File: src/rtl/slot_pkg.sv
// Shared constants, sequencer state encoding and reel helper for the reel spin sequencer.
package slot_pkg;

  localparam int N_SYMBOLS = 8;
  localparam int SYM_W     = 3;

  typedef enum logic [2:0] {
    ST_IDLE   = 3'd0,
    ST_FAST   = 3'd1,
    ST_SLOW_L = 3'd2,
    ST_SLOW_R = 3'd3,
    ST_DONE   = 3'd4
  } seq_state_e;

  // A reel has exactly N_SYMBOLS = 2**SYM_W positions, so natural overflow is the wrap.
  function automatic logic [SYM_W-1:0] sym_next(input logic [SYM_W-1:0] sym);
    return sym + SYM_W'(1);
  endfunction

endpackage

File: src/rtl/step_timer.sv
// Reel step period counter: one-cycle tick every PERIOD cycles (fast) or 2*PERIOD cycles (slow).
module step_timer #(
  parameter int unsigned PERIOD = 4,
  parameter int unsigned TW     = 3
) (
  input  logic clk,
  input  logic rst,
  input  logic run,
  input  logic slow,
  output logic tick
);

  localparam logic [TW-1:0] FAST_LAST = TW'(PERIOD - 1);
  localparam logic [TW-1:0] SLOW_LAST = TW'(2 * PERIOD - 1);

  logic [TW-1:0] cnt_q, cnt_d;
  logic [TW-1:0] last;

  assign last = slow ? SLOW_LAST : FAST_LAST;
  assign tick = run && (cnt_q == last);

  // Holding the count at zero while idle makes every period start at state entry.
  always_comb begin
    cnt_d = cnt_q;
    if (!run || tick) begin
      cnt_d = '0;
    end else begin
      cnt_d = cnt_q + TW'(1);
    end
  end

  always_ff @(posedge clk) begin
    if (rst) begin
      cnt_q <= '0;
    end else begin
      cnt_q <= cnt_d;
    end
  end

endmodule

File: src/rtl/reel_spin_sequencer.sv
// Two-reel slot spin sequencer: fast spin, left reel slows and stops, then right reel.
// Optional build macro CHEAT_MODE_EN forces the right target to equal the left target.
module reel_spin_sequencer
  import slot_pkg::*;
#(
  parameter int unsigned STEP_CYC  = 2500000,
  parameter int unsigned MIN_STEPS = 24
) (
  input  logic             clk,
  input  logic             rst,
  input  logic             start,
  input  logic [15:0]      seed,
  input  logic             cheat_mode,
  output logic [SYM_W-1:0] sym_left,
  output logic [SYM_W-1:0] sym_right,
  output logic             busy,
  output logic             done,
  output logic             result_match,
  output logic [2:0]       state_dbg
);

  localparam int CNT_W = ($clog2(MIN_STEPS + 1) > 4) ? $clog2(MIN_STEPS + 1) : 4;
  localparam int TMR_W = $clog2(2 * STEP_CYC);
  localparam logic [CNT_W-1:0] MIN_CNT    = CNT_W'(MIN_STEPS);
  localparam logic [CNT_W-1:0] SLOW_R_MIN = CNT_W'(N_SYMBOLS);

  // Handshake: start is accepted only on a cycle where busy is low; each accepted
  // start produces exactly one done pulse unless rst aborts the spin.

  seq_state_e       state_q, state_d;
  logic [SYM_W-1:0] left_q, left_d;
  logic [SYM_W-1:0] right_q, right_d;
  logic [SYM_W-1:0] tgt_l_q, tgt_l_d;
  logic [SYM_W-1:0] tgt_r_q, tgt_r_d;
  logic [CNT_W-1:0] cnt_q, cnt_d;
  logic             done_q, done_d;
  logic             match_q, match_d;

  logic             tick;
  logic             run;
  logic             slow;
  logic [SYM_W-1:0] left_next;
  logic [SYM_W-1:0] right_next;
  logic [CNT_W-1:0] cnt_inc;
  logic             unused_seed_hi;

  assign unused_seed_hi = ^seed[15:6];

`ifndef CHEAT_MODE_EN
  logic unused_cheat;
  assign unused_cheat = cheat_mode;
`endif

  assign run        = (state_q == ST_FAST) || (state_q == ST_SLOW_L) || (state_q == ST_SLOW_R);
  assign slow       = (state_q != ST_FAST);
  assign left_next  = sym_next(left_q);
  assign right_next = sym_next(right_q);
  assign cnt_inc    = cnt_q + CNT_W'(1);

  step_timer #(
    .PERIOD (STEP_CYC),
    .TW     (TMR_W)
  ) u_step_timer (
    .clk  (clk),
    .rst  (rst),
    .run  (run),
    .slow (slow),
    .tick (tick)
  );

  always_comb begin
    state_d = state_q;
    left_d  = left_q;
    right_d = right_q;
    tgt_l_d = tgt_l_q;
    tgt_r_d = tgt_r_q;
    cnt_d   = cnt_q;
    done_d  = 1'b0;
    match_d = match_q;

    case (state_q)
      ST_IDLE: begin
        if (start) begin
          tgt_l_d = seed[2:0];
          tgt_r_d = seed[5:3];
`ifdef CHEAT_MODE_EN
          if (cheat_mode) begin
            tgt_r_d = seed[2:0];
          end
`endif
          cnt_d   = '0;
          match_d = 1'b0;
          state_d = ST_FAST;
        end
      end

      ST_FAST: begin
        if (tick) begin
          left_d  = left_next;
          right_d = right_next;
          if (cnt_inc == MIN_CNT) begin
            cnt_d   = '0;
            state_d = ST_SLOW_L;
          end else begin
            cnt_d = cnt_inc;
          end
        end
      end

      // The match test uses the post-step value, so a target already showing at
      // entry is only reached after a full revolution.
      ST_SLOW_L: begin
        if (tick) begin
          left_d  = left_next;
          right_d = right_next;
          if (left_next == tgt_l_q) begin
            cnt_d   = '0;
            state_d = ST_SLOW_R;
          end else begin
            cnt_d = cnt_inc;
          end
        end
      end

      ST_SLOW_R: begin
        if (tick) begin
          right_d = right_next;
          if ((cnt_inc >= SLOW_R_MIN) && (right_next == tgt_r_q)) begin
            cnt_d   = '0;
            state_d = ST_DONE;
          end else begin
            cnt_d = cnt_inc;
          end
        end
      end

      ST_DONE: begin
        done_d  = 1'b1;
        match_d = (left_q == right_q);
        state_d = ST_IDLE;
      end

      default: begin
        state_d = ST_IDLE;
      end
    endcase
  end

  always_ff @(posedge clk) begin
    if (rst) begin
      state_q <= ST_IDLE;
      left_q  <= '0;
      right_q <= '0;
      tgt_l_q <= '0;
      tgt_r_q <= '0;
      cnt_q   <= '0;
      done_q  <= 1'b0;
      match_q <= 1'b0;
    end else begin
      state_q <= state_d;
      left_q  <= left_d;
      right_q <= right_d;
      tgt_l_q <= tgt_l_d;
      tgt_r_q <= tgt_r_d;
      cnt_q   <= cnt_d;
      done_q  <= done_d;
      match_q <= match_d;
    end
  end

  assign sym_left     = left_q;
  assign sym_right    = right_q;
  assign busy         = (state_q != ST_IDLE);
  assign done         = done_q;
  assign result_match = match_q;
  assign state_dbg    = state_q;

endmodule

File: config.mk
export PLATFORM = sky130hd
export DESIGN_NAME = reel_spin_sequencer
export DESIGN_NICKNAME = d
export VERILOG_FILES = /design/src/rtl/slot_pkg.sv /design/src/rtl/step_timer.sv /design/src/rtl/reel_spin_sequencer.sv
export SDC_FILE = /design/constraint.sdc
export NUM_CORES = 1
export LEC_CHECK = 0
export BUFFER_PORTS_ARGS = -buffer_cell sky130_fd_sc_hd__buf_2
export CORE_ASPECT_RATIO = 1.4
export CORE_MARGIN = 5
export CORE_UTILIZATION = 35
export DETAILED_ROUTE_END_ITERATION = 10
export HOLD_SLACK_MARGIN = 0.08
export PLACE_DENSITY = 0.51
export SYNTH_ARGS = -nofsm -noshare
export SYNTH_HDL_FRONTEND = slang
export SYNTH_SLANG_ARGS = --single-unit
export TNS_END_PERCENT = 30
File: constraint.sdc
create_clock -name clk -period 4.7 [get_ports clk]
set_input_delay 0.705 -clock clk [delete_from_list [all_inputs] [get_ports clk]]
set_output_delay 0.705 -clock clk [all_outputs]
set_load 0.01 [all_outputs]
==> results by group <==
Setup path
  • Critical Path Start: state_dbg[0]
  • Worst R2R Start: state_dbg[0]
  • Critical path type: reg2reg
  • Element type at the critical path start: flop
  • Worst EP arrival: 2.65 ns
  • Reg-to-reg slack, setup: 2.21 ns
  • Worst path required time: 4.86 ns
  • Number of cells on the worst reg-to-reg path: 5
  • Reg2Reg Capture Point: u_step_timer.cnt_q[11]
  • Worst setup EP type: flop
  • Largest driver fanout on the critical path: 22

Cells and area
  • Number of nets in the finished design: 305
  • Final standard cell area without fillers: 0.00263 mm2
  • # diodes: 0
  • Commonest non-fill, non-tap cells in the layout: 45 x sky130_fd_sc_hd__dfxtp_1, 43 x sky130_fd_sc_hd__nor2_1, 20 x sky130_fd_sc_hd__buf_2
  • Count of non-filler cells in the finished layout: 372
  • Fraction of layout cells with a size suffix above 1: 13.2%
  • Most common cell after layout, fill and taps aside: sky130_fd_sc_hd__dfxtp_1
  • Area growth, synth to finish: 10.6%
  • Number of fill cells: 708

Power and ir drop
  • Switching share of power: 26.2%
  • Clock Power Share: 31.9%
  • Sum of internal, switching and leakage power: 701 uW
  • Power per unit of standard cell area: 266 mW/mm2
  • Cell-internal power: 517 uW
  • Leakage power: 0.00104 uW
  • Worst VDD drop: 106 uV
  • Part of the total power dissipated in combinational logic: 11.0%
  • NetSw: 183 uW
  • Sequential Power Share: between 50% and 60%

CTS
  • Maximum level of the CTS H-tree: 2
  • Clock-pin slew of the registers on the worst-case setup and hold paths: 0.08 ns
  • Number of buffers added by the clock tree synthesis step: 5
  • Total number of clock tree sinks: between 40 and 50
  • Clock Latency Late Sink: about 0.29 ns
  • Total setup buffers inserted after CTS: 0
  • Number of buffers inserted for hold repair after clock tree synthesis: 0
  • Maximum buffer depth of the clock tree: 2
  • Post-CTS Resized: 0
  • CTS tree: done
  • Root Buffer Master: sky130_fd_sc_hd__clkbuf_8

Outcome
  • Outcome: completed

Global route
  • Initial antenna violation count: 0
  • Largest net degree at the start of global routing: 23
  • Total routing resource utilization after global routing: 13.6%
  • Vias in the first global route: 1,917
  • First-pass GRT wire length: around 9000 um
  • Total overflow reported by the global router: 0

Placed design
  • Count of input and output buffers: 20
  • Total instance count after detailed placement: around 370
  • Post-place instance area: 0.00256 mm2
  • Minimum setup slack after placement: 2.15 ns
  • Detailed Place HPWL: 3940 um
  • Routability cong.: about 0.75

Synth
  • Post-Syn Instances: between 200 and 300
  • Top flip-flop cell by instance count after synthesis: sky130_fd_sc_hd__dfxtp_1
  • Synthesized area per cell: 9.08 um2
  • Ys async rst share: 0%
  • Post-synthesis sequential element count: 45
  • Unique cell type count in the Yosys netlist: 54
  • Number of enable-type register cells in the synthesized netlist: 0
  • Cell area after technology mapping: approximately 0.0024 mm2
  • Fraction of the yosys area taken by sequential cells: between 30% and 40%
  • Synth Warn #: 0
  • Net count after synthesis: 286

Floorplan
  • Placeable core region: 0.00661 mm2
  • Die outline area: 0.00857 mm2
  • Die Y-Extent: 108 um
  • Die width: 79.7 um
  • IO Pins: 32
  • Effective utilization at floorplan: between 30% and 40%
  • Total number of placement rows: 35

Routing
  • Number of remaining DRC errors: 0
  • Number of detailed-route iterations in the first pass: 4
  • Drt first-iter violations: 76
  • Post-detailed-route wirelength per cell: 14.2 um
  • Per-cell via count in the routed design: 5.15
  • ANT nets after route: 0
  • Total via count in the routed design: between 1.5k and 2k
  • Routed wire length: 5270 um

Hold path
  • Startpoint of the worst hold path: u_step_timer.cnt_q[0]
  • Cells on Worst Hold Path: 1
  • End of the worst hold path: u_step_timer.cnt_q[0]
  • Worst hold-check path type: reg2reg

STA
  • Worst path setup slack after routing: 2.21 ns
  • Count of final hold-check violations: 0
  • Highest Clock Rate: between 0.4 and 0.5 GHz
  • Clock skew: 0.00501 ns
  • Setup violation total in the final timing report: 0
  • Worst relative slew slack: 48.2%
  • Final sum of negative setup slack: 0 ns
  • Final period util: between 50 and 60%
  • Setup repair after global routing missed its margin: no
  • Slew at the pin closest to its max-slew limit: between 0.7 and 0.8 ns
  • Pins over their slew limit: 0
  • Time the worst path needs with I/O delays and setup: 2.49 ns

Run
  • Max Cap Violations: 0
[logic make-up after synthesis]
| kind of cell | synth area share, % |
|---|---|
| adders and majority gates | 2.10 |
| and+or+nand+nor | 29.2 |
| muxes | 3.94 |
| AOI/OAI and AO/OA | 10.5 |
| xor gates and xnor gates | 14.2 |
| buffers and inverters | 2.21 |
| DFF | 37.9 |
[worst max-delay path, cell delays in order (launching register included)]
cell and delay, ns:
sky130_fd_sc_hd__dfxtp_1 0.54, sky130_fd_sc_hd__nor3b_4 0.39, sky130_fd_sc_hd__mux2i_2 0.41, sky130_fd_sc_hd__o211ai_2 0.26, sky130_fd_sc_hd__nand2_1 0.64, sky130_fd_sc_hd__nor2_1 0.11
[power groups by stage]
stage | sequential, uW | clock, uW | combinational, uW
final | 399 | 224 | 77.4
after floorplan | 403 | 0 | 63.8
after detailed placement | 409 | 0 | 78.8
after CTS | 400 | 235 | 79.3
after global placement | 409 | 0 | 79.1
after global routing | 402 | 251 | 87.6
[stage by stage]
stage	hold slack (ns)	util, %
final	0.485	39.8
after global routing	0.522	39.8
after CTS	0.492	39.8
after detailed placement	0.473	38.7
after global placement	0.445	38.7
after floorplan	0.430	-
[synth_stat cells, types with 2 or more instances]
cell	number	area share, %
sky130_fd_sc_hd__a2111oi_0	2	0.74
sky130_fd_sc_hd__a21o_1	4	1.3
sky130_fd_sc_hd__a21oi_1	6	1.3
sky130_fd_sc_hd__a221oi_1	2	0.74
sky130_fd_sc_hd__and3_1	7	1.8
sky130_fd_sc_hd__and4b_1	2	0.84
sky130_fd_sc_hd__buf_2	3	0.63
sky130_fd_sc_hd__clkbuf_1	4	0.63
sky130_fd_sc_hd__dfxtp_1	45	38
sky130_fd_sc_hd__ha_1	4	2.1
sky130_fd_sc_hd__inv_1	4	0.63
sky130_fd_sc_hd__mux2i_1	8	3.4
sky130_fd_sc_hd__nand2_1	12	1.9
sky130_fd_sc_hd__nand2b_1	7	1.8
sky130_fd_sc_hd__nand3_1	13	2.7
sky130_fd_sc_hd__nand3b_1	2	0.63
sky130_fd_sc_hd__nand4_1	5	1.3
sky130_fd_sc_hd__nor2_1	43	6.8
sky130_fd_sc_hd__nor3_1	8	1.7
sky130_fd_sc_hd__nor3b_1	2	0.63
sky130_fd_sc_hd__nor4_1	3	0.79
sky130_fd_sc_hd__o211a_1	2	0.84
sky130_fd_sc_hd__o21ai_0	4	0.84
sky130_fd_sc_hd__or3_1	6	1.6
sky130_fd_sc_hd__xnor2_1	19	7.0
sky130_fd_sc_hd__xor2_1	17	6.3
[final cells by class]
class                      count  area (um2)  share of cell area, %
sequential                    45         901                   34.2
clock buffer                   5        68.8                   2.62
clock inverter                 1        5.00                  0.190
inverter                       4        15.0                  0.571
tap                           92         115                   4.37
multi-input combinational    205        1430                   54.2
timing repair buffer          20         100                   3.80
[layer usage]
metal  vias to the layer above  GRT usage (%)  part of all wire [%]
met5                         -              0                     0
met4                         0           5.16                   2.2
met3                         8           2.51                   2.5
met2                        32           24.5                    53
met1                       908           15.5                    43
li1                        967              -                     -
[registers in the layout, indices dropped and copies added, names as in the netlist]
name and count:
state_dbg 3, result_match 1, sym_right 3, u_step_timer.cnt_q 23, sym_left 3, cnt_q 5, tgt_l_q 3, tgt_r_q 3
done 1
[how the worst max path moves through the flow]
stage | to | cells past startpoint
detailed placement | u_step_timer.cnt_q[4] | 5
CTS | u_step_timer.cnt_q[11] | 5
global route | u_step_timer.cnt_q[11] | 5
global placement | u_step_timer.cnt_q[17] | 5
finish | u_step_timer.cnt_q[11] | 5
floorplan | cnt_q[1] | 6
No activity file was read; power rests on OpenSTA's default activity.
